$ cat config.mk
export PLATFORM = sky130hd
export DESIGN_NAME = time_keeper
export DESIGN_NICKNAME = d
export VERILOG_FILES = /design/src/rtl/time_pkg.sv /design/src/rtl/tick_prescaler.sv /design/src/rtl/time_keeper.sv
export SDC_FILE = /design/constraint.sdc
export NUM_CORES = 1
export LEC_CHECK = 0
export CAP_MARGIN = 5
export CORE_MARGIN = 10
export CORE_UTILIZATION = 48
export CTS_CLUSTER_DIAMETER = 150
export DETAILED_ROUTE_END_ITERATION = 8
export GPL_TIMING_DRIVEN = 0
export MAX_ROUTING_LAYER = met4
export PLACE_DENSITY = 0.82
export SYNTH_ARGS = -nofsm -noshare
export SYNTH_HDL_FRONTEND = slang
export SYNTH_SLANG_ARGS = --single-unit
$ cat constraint.sdc
create_clock -name Clk -period 2.3 [get_ports Clk]
set_clock_uncertainty 0.05 [all_clocks]
set_input_delay 0.345 -clock Clk [delete_from_list [all_inputs] [get_ports Clk]]
set_output_delay 0.345 -clock Clk [all_outputs]
set_load 0.02 [all_outputs]
$ cat src/rtl/time_pkg.sv
`default_nettype none
// +----------------------------------------------------------------------+
// | Module : time_pkg                                                    |
// | Shared definitions for the time-of-week keeper: set-mode field       |
// | codes, CT word bit positions, reset value and counting limits.       |
// | Rev    : 1.0                                                         |
// +----------------------------------------------------------------------+
package time_pkg;

    typedef enum logic [1:0] {
        FIELD_MIN  = 2'b00,
        FIELD_HOUR = 2'b01,
        FIELD_DAY  = 2'b10,
        FIELD_NONE = 2'b11
    } field_t;

    // CT word layout
    localparam int CT_DAY_MSB  = 14;
    localparam int CT_DAY_LSB  = 12;
    localparam int CT_HOUR_MSB = 11;   // hour tens (1 bit) + hour units (4 bits)
    localparam int CT_HOUR_LSB = 7;
    localparam int CT_MIN_MSB  = 6;    // minute tens (3 bits) + minute units (4 bits)
    localparam int CT_MIN_LSB  = 0;

    // Day 0, 12:00
    localparam logic [14:0] CT_RESET = 15'h0900;

    localparam int DAYS = 7;
    localparam int SECS = 60;

endpackage
`default_nettype wire

$ cat src/rtl/tick_prescaler.sv
`default_nettype none
// +----------------------------------------------------------------------+
// | Module : tick_prescaler                                              |
// | Divides Clk down to a one-cycle tick every TICKS_PER_SEC cycles.     |
// | Ports  : Clk  - clock                                                |
// |          Clr  - asynchronous active-low reset                        |
// |          hold - forces the count to 0 and suppresses tick            |
// |          tick - high for the cycle in which count = TICKS_PER_SEC-1  |
// | Rev    : 1.0                                                         |
// +----------------------------------------------------------------------+
module tick_prescaler #(
    parameter int TICKS_PER_SEC = 50000000
) (
    input  logic Clk,
    input  logic Clr,
    input  logic hold,
    output logic tick
);

    localparam int              CW   = (TICKS_PER_SEC > 2) ? $clog2(TICKS_PER_SEC) : 1;
    localparam logic [CW-1:0]   LAST = CW'(TICKS_PER_SEC - 1);

    logic [CW-1:0] count;

    always_ff @(posedge Clk or negedge Clr) begin
        if (!Clr) begin
            count <= '0;
        end else if (hold || (count == LAST)) begin
            count <= '0;
        end else begin
            count <= count + CW'(1);
        end
    end

    // Combinational so that raising hold in a would-be tick cycle kills it.
    assign tick = !hold && (count == LAST);

endmodule
`default_nettype wire

$ cat src/rtl/time_keeper.sv
`default_nettype none
// +----------------------------------------------------------------------+
// | Module : time_keeper                                                 |
// | Time-of-week counter: BCD minutes, 12-hour BCD hours with PM flag,   |
// | day of week, plus a set mode for manual adjustment.                  |
// | Ports  : Clk   - clock                                               |
// |          Clr   - asynchronous active-low reset                       |
// |          SetEn - 1 = set mode (time frozen), 0 = run                 |
// |          Field - set field: 00 min, 01 hour, 10 day, 11 none         |
// |          Inc   - increment request, acts on its rising edge          |
// |          CT    - {day[2:0], hour BCD[4:0], minute BCD[6:0]}          |
// |          PM    - 1 = PM                                              |
// |          Tick  - one-cycle pulse per second in run mode              |
// | Rev    : 1.0                                                         |
// +----------------------------------------------------------------------+
module time_keeper
    import time_pkg::*;
#(
    parameter int TICKS_PER_SEC = 50000000
) (
    input  logic        Clk,
    input  logic        Clr,
    input  logic        SetEn,
    input  logic [1:0]  Field,
    input  logic        Inc,
    output logic [14:0] CT,
    output logic        PM,
    output logic        Tick
);

    localparam logic [6:0] MIN_59  = 7'h59;
    localparam logic [4:0] HOUR_11 = 5'h11;
    localparam logic [4:0] HOUR_12 = 5'h12;

    logic [2:0] day,   day_n;
    logic [4:0] hour,  hour_n;   // {tens, units}
    logic [6:0] min,   min_n;    // {tens[2:0], units[3:0]}
    logic [5:0] sec,   sec_n;
    logic       pm,    pm_n;
    logic       inc_d;
    logic       inc_rise;
    logic       tick;

    tick_prescaler #(
        .TICKS_PER_SEC (TICKS_PER_SEC)
    ) u_prescaler (
        .Clk  (Clk),
        .Clr  (Clr),
        .hold (SetEn),
        .tick (tick)
    );

    function automatic logic [6:0] min_inc(input logic [6:0] m);
        if (m[3:0] != 4'd9) begin
            return {m[6:4], m[3:0] + 4'd1};
        end else if (m[6:4] != 3'd5) begin
            return {m[6:4] + 3'd1, 4'd0};
        end else begin
            return 7'h00;
        end
    endfunction

    // 12-hour sequence 12,1,...,9,10,11,12
    function automatic logic [4:0] hour_inc(input logic [4:0] h);
        if (h == HOUR_12) begin
            return 5'h01;
        end else if (h[3:0] == 4'd9) begin
            return 5'h10;
        end else begin
            return {h[4], h[3:0] + 4'd1};
        end
    endfunction

    function automatic logic [2:0] day_inc(input logic [2:0] d);
        return (d == 3'(DAYS - 1)) ? 3'd0 : d + 3'd1;
    endfunction

    // inc_d follows Inc in both modes, so an Inc already high when SetEn
    // rises is not seen as an edge.
    assign inc_rise = Inc && !inc_d;

    always_comb begin
        day_n  = day;
        hour_n = hour;
        min_n  = min;
        sec_n  = sec;
        pm_n   = pm;
        if (SetEn) begin
            sec_n = '0;
            if (inc_rise) begin
                case (field_t'(Field))
                    FIELD_MIN:  min_n = min_inc(min);
                    FIELD_HOUR: begin
                        hour_n = hour_inc(hour);
                        if (hour == HOUR_11) begin
                            pm_n = !pm;
                        end
                    end
                    FIELD_DAY:  day_n = day_inc(day);
                    default:    ;
                endcase
            end
        end else if (tick) begin
            if (sec == 6'(SECS - 1)) begin
                sec_n = '0;
                min_n = min_inc(min);
                if (min == MIN_59) begin
                    hour_n = hour_inc(hour);
                    if (hour == HOUR_11) begin
                        pm_n = !pm;
                        // PM -> AM is midnight
                        if (pm) begin
                            day_n = day_inc(day);
                        end
                    end
                end
            end else begin
                sec_n = sec + 6'd1;
            end
        end
    end

    always_ff @(posedge Clk or negedge Clr) begin
        if (!Clr) begin
            day   <= CT_RESET[CT_DAY_MSB:CT_DAY_LSB];
            hour  <= CT_RESET[CT_HOUR_MSB:CT_HOUR_LSB];
            min   <= CT_RESET[CT_MIN_MSB:CT_MIN_LSB];
            sec   <= '0;
            pm    <= 1'b0;
            inc_d <= 1'b0;
        end else begin
            day   <= day_n;
            hour  <= hour_n;
            min   <= min_n;
            sec   <= sec_n;
            pm    <= pm_n;
            inc_d <= Inc;
        end
    end

    assign CT[CT_DAY_MSB:CT_DAY_LSB]   = day;
    assign CT[CT_HOUR_MSB:CT_HOUR_LSB] = hour;
    assign CT[CT_MIN_MSB:CT_MIN_LSB]   = min;
    assign PM                          = pm;
    assign Tick                        = tick;

endmodule
`default_nettype wire

## Word level (Yosys, flattened, before mapping)

Index checks and enable logic that the tools add are counted.

| word-level totals | value |
|---|---|
| flip-flop bits (word level) | 49 |
| bits in latches | 0 |
| RAM bits | 0 |
| bits in read-only memories | 0 |
| bits of input ports | 6 |
| output and inout port bits | 17 |
| word-level logic and storage cells | 78 |
| memories kept | 0 |

| operators by class | value |
|---|---|
| add/sub/neg operators | 6 |
| multiply operators | 0 |
| divide/modulo/power cells | 0 |
| magnitude comparators | 0 |
| equal/unequal tests | 15 |
| shifts and indexed selects | 0 |
| muxes and demuxes | 35 |
| bitwise logic cells | 0 |
| reductions and logical operators | 15 |

Operators with widths:

| kind | number |
|---|---|
| $mux 7 | 7 |
| $mux 5 | 8 |
| $mux 3 | 9 |
| $add 26x1->26 const B | 1 |
| $eq 26x26->1 const B | 1 |
| $mux 26 | 1 |
| $mux 6 | 3 |
| $eq 5x5->1 const B | 2 |
| $reduce_bool 2->1 | 5 |
| $add 4x1->4 const B | 2 |
| $ne 2x1->1 const B | 4 |
| $eq 7x7->1 const B | 1 |
| $mux 1 | 7 |
| $reduce_and 7->1 | 1 |
| $add 3x1->3 const B | 2 |
| $add 6x1->6 const B | 1 |
| $eq 6x6->1 const B | 1 |
| $reduce_and 5->1 | 1 |
| $eq 4x4->1 const B | 1 |
| $ne 4x4->1 const B | 1 |
| $reduce_and 4->1 | 1 |
| $eq 3x3->1 const B | 1 |
| $logic_not 1->1 | 3 |
| $ne 3x3->1 const B | 1 |
| other kinds (5) | 6 |

## Logic depth before layout (Yosys ltp)

| depth | value |
|---|---|
| depth in word-level cells | 8 |
| mapped depth | 10 |
| mapped depth without buffers | 6 |

## Hierarchy

A second synthesis with hierarchy kept.

| unflattened totals | value |
|---|---|
| cell total of the unflattened synthesis | 269 |
| area total of the unflattened synthesis | 2,648.8 um2 |

Modules (own cells, without submodules):

| module | times used | cells each | area an instance (um2) | seq. area each (um2) |
|---|---|---|---|---|
| tick_prescaler | 1 | 142 | 1,368.8 | 650.6 |
| time_keeper | 1 | 127 | 1,280.0 | 578.1 |

## Worst setup path after synthesis

OpenSTA, ideal clock, no wires.

| timing path | value |
|---|---|
| path type | reg-to-reg |
| start | register u_prescaler.count[16] |
| end | register hour[3] |
| library setup time | 0.132 ns |
| arrival | 2.340 ns |
| data required time | 2.118 ns |
| path slack | -0.222 ns |
| stages on the path, launching flop included | 7 |
| buffers on the path | 1 |
| period minus slack after synthesis | 2.522 ns |
| cell sequence | dfrtp_1 > or4_1 > or3_1 > buf_6 > nor3_2 > nor3_1 > or3b_1 |

| on the way | value |
|---|---|
| longest elaborated chain between the ends | 4 |

Ends and longest elaborated chain:

| element | RTL line | source |
|---|---|---|
| start, declared | tick_prescaler.sv:23 | `logic [CW-1:0] count;` |
| start signal, assigned | tick_prescaler.sv:31 | `count <= count + CW'(1);` |
| $eq 26x26->1 | tick_prescaler.sv:36 | `assign tick = !hold && (count == LAST);` |
| $logic_and 1x1->1 | tick_prescaler.sv:36 |  |
| net Tick | time_keeper.sv:28 | `output logic Tick` |
| $reduce_bool 2->1 (no line) | -- |  |
| $reduce_and 5->1 (no line) | -- |  |
| end signal, assigned | time_keeper.sv:126 | `hour <= CT_RESET[CT_HOUR_MSB:CT_HOUR_LSB];` |
| end signal, assigned | time_keeper.sv:133 | `hour <= hour_n;` |
| end, declared | time_keeper.sv:36 | `logic [4:0] hour, hour_n;` |

The timed path passes the listed nets, and every way through them passes these cells.
A chain may end at the register's enable or synchronous reset.

## Worst setup path in the final report

| timing path | value |
|---|---|
| start | register u_prescaler.count[7] |
| end | output port Tick |

| on the way | value |
|---|---|
| longest elaborated chain between the ends | 2 |

Ends and longest elaborated chain:

| element | RTL line |
|---|---|
| $eq 26x26->1 | tick_prescaler.sv:36 |
| $logic_and 1x1->1 | tick_prescaler.sv:36 |
| end, declared | time_keeper.sv:28 |

No other way between the ends.

==> impl_metrics.ini <==
[layout]
area_growth_pct = 33.7
fin_util_pct = 67.3
multiInputGateArea_um2 = 1480
final_area_um2 = 3500
fillers = 384
fin_cells = 388
antenna_cells = 0
regArea_um2 = 1230
nets = 325
drive_gt1_share_pct = 26.7

[timing]
fmax_mhz = 406
hold_viol = 0
period_minus_slack_ns = 2.46
grt_setup_unrepaired = yes
setup_ws_ns = -0.164
tns_ns = -2.80
worstMarginPinSlew_ns = 0.702
whs_ns = 0.448
setup_violations = 35
min_period_over_period_pct = 107
max_slew_margin_pct = 53.0
slew_violations = 0

[setup_path]
cp.arrival_ns = 2.07
r2r-start = u_prescaler.count[7]
crit_chain = or4_4, or3_1, buf_6, nor3_4, buf_6
reg2regPathDepth = 7
crit_path_end_kind = primary output
critPathLaunchType = flop
critPathBufInv = 2
r2r_end = sec[2]
crit_type = flop to primary output
critical-path-top-delay-family = simple AND/OR/NAND/NOR gates
cpPeakStageDelay_ns = 0.53
path_max_fanout = 5
cp_common_cell = buf_6
rrSetupSlack_ns = -0.16
cpMaxStageDelayCell = or4_4
required_ns = 1.90

[global_route]
gr-usage-all-layers_pct = 14.4
antenna_found_initial = 0
grt_max_degree = 34
grt_pass1_wl_mm = 10.1
gr-total-overflow = 0
grt_pass1_vias = 2137

[drt]
route.top_layer_used = met4
num_vias = 2198
met3_length_um = 298
wl_mm = 6.11
drcViolationCount = 0
wl_met2_mm = 3.00
via_per_inst = 5.66
first_pass_iters = 4
ant_nets = 0
routedWlPerCell_um = 15.8
met1Wirelength_mm = 2.71
drtIter0Drc = 125

[placed_design]
pre_cts_ws_ns = -0.521
io_buffers = 22
dpl_cell_area_um2 = 2970
dp_hpwl_mm = 3.88
gp_congestion = 0.868
post-place-cells = 363

[yosys]
syn_inst = 270
syn_avg_cell_area_um2 = 9.70
ys_ff_latch = 49
yosys-top-cells-area = dfrtp_1 45%, xnor2_1 6.7%, nor2_1 5.3%
synth.top_cell.area_share_pct = 44.9
synthDistinctLibCells = 55
synthArstFlopShare_pct = 100
synth_area_um2 = 2620
syn_nets = 278
synth_ff_type = dfrtp_1
synth_edf_count = 0
yosysWarnings = 0
synth_top_area_cell = dfrtp_1
yosysSeqAreaShare_pct = 46.9

[floorplanning]
dieHeight_um = 93.9
dieArea_um2 = 8810
die_width_um = 93.9
rows = 26
pin_count = 23
coreArea_um2 = 5200
start_util_pct = 50.3

[min_path]
hp-class = primary input to async pin

[clocking]
cts_sinks = 49
cts_tree = done
cts_made_buffers = 5
cts_root_buf = clkbuf_8
clk_pin_slew_ns = 0.09
clk_latency_ns = 0.31
htree_num_levels = 2
clk_path_buf_depth = 2

[power_and_ir_drop]
leakage_nw = 1.34
peakVddDrop_v = 0.000410
switching_share_pct = 28.9
p_switching_mw = 0.660
p_per_area_nw_per_um2 = 653
total_power_mw = 2.29
pwr-share-comb_pct = 22.8
power.internal_mw = 1.63
pwr-share-clk_pct = 31.6
pwr-share-seq_pct = 45.6

[run_status]
run_status = complete, but fails checks
violations = negative setup slack

[flow_run]
max_cap_viol_count = 0
sequential cells by signal, indices dropped and copies added (netlist names):
register and count:
PM 1, day 3, hour 5, inc_d 1, min 7, sec 6, u_prescaler.count 26
what timing repair did:
item | CTS | global route
endpoints found under the setup margin | 46 | 46
gates resized for setup | 34 | 33
cloned | 3 | 0
setup buffers | 12 | 4
endpoints found under the hold margin | 16 | 0
pin swaps | 8 | 10
hold buffers | 1 | 0
cells in the mapped netlist (2+ instances only):
library cell / instances
dfrtp_1: 47
nor2_1: 37
xnor2_1: 20
nand3_1: 13
nand2_1: 12
nor3_1: 12
inv_1: 10
xor2_1: 9
clkbuf_1: 8
nand4_1: 8
a21oi_1: 7
nor2b_1: 5
nor4_1: 5
and3_1: 4
nand2b_1: 4
nand3b_1: 4
o211ai_1: 4
o21ai_0: 4
and3b_1: 3
buf_2: 3
mux2_2: 3
nor4b_1: 3
o2111ai_1: 3
o221ai_1: 3
o2bb2ai_1: 3
a211oi_1: 2
and4_1: 2
dfstp_2: 2
ha_1: 2
o41ai_1: 2
or4_1: 2
worst max-delay path by stage:
stage | end | depth (start not counted) | from | slack [ns]
2_1_floorplan | min[3] | 6 | u_prescaler.count[7] | -0.06
3_3_place_gp | u_prescaler.count[21] | 1 | Clr | -0.55
3_5_place_dp | Tick | 5 | u_prescaler.count[7] | -0.52
4_1_cts | Tick | 5 | u_prescaler.count[7] | -0.19
5_1_grt | sec[2] | 7 | u_prescaler.count[7] | -0.21
6_report | Tick | 5 | u_prescaler.count[7] | -0.16
cells in the final DEF, fill, tap and decap left out, drive strengths merged, types with 2 or more instances in the layout:
| cell | count |
|---|---|
| a211oi | 2 |
| a21oi | 7 |
| and3 | 4 |
| and3b | 3 |
| and4 | 3 |
| buf | 26 |
| bufinv | 2 |
| clkbuf | 12 |
| clkdlybuf4s50 | 20 |
| dfrtp | 47 |
| dfstp | 2 |
| ha | 2 |
| inv | 10 |
| mux2 | 4 |
| nand2 | 12 |
| nand2b | 4 |
| nand3 | 13 |
| nand3b | 4 |
| nand4 | 8 |
| nor2 | 37 |
| nor2b | 5 |
| nor3 | 13 |
| nor4 | 6 |
| nor4b | 3 |
| o2111ai | 3 |
| o211ai | 4 |
| o21ai | 5 |
| o221ai | 3 |
| o2bb2ai | 3 |
| o41ai | 2 |
| or3b | 2 |
| or4 | 3 |
| xnor2 | 20 |
| xor2 | 9 |
cells by family after synthesis:
group,after synthesis,share of synthesized area [%]
mux,4,1.72
simple gates,126,26.7
fa+ha+maj,2,0.955
xor+xnor,29,9.70
buf+inv,24,3.92
compound gates,36,10.1
flops,49,46.9
worst register-to-register path: stages (launching register included):
cell	delay, ns
dfrtp_1	0.40
or4_4	0.53
or3_1	0.33
buf_6	0.15
or2_4	0.26
buf_12	0.13
or4_4	0.41
a21oi_2	0.14
power groups by stage:
stage	combinational, mW	sequential (mW)	clock, mW
floorplan	0.184	1.12	0
global placement	0.463	1.04	0
detailed placement	0.477	1.05	0
CTS	0.501	1.04	0.739
global route	0.560	1.06	0.780
finish	0.522	1.04	0.722
metal layers:
metal  GRT usage, %  vias up
met5              -        -
met3           3.20       12
met1           17.0     1074
met2           23.7       49
li1               -     1063
met4           4.94        0
layout make-up:
class                      instances  share of cell area, %
multi-input combinational        197                   42.3
sequential                        49                   35.1
timing repair buffer              42                   12.8
tap                               70                   2.50
buffer                            12                   2.36
clock buffer                       5                   1.97
clock inverter                     3                   1.86
inverter                          10                   1.07
No activity file was read; power rests on OpenSTA's default activity.
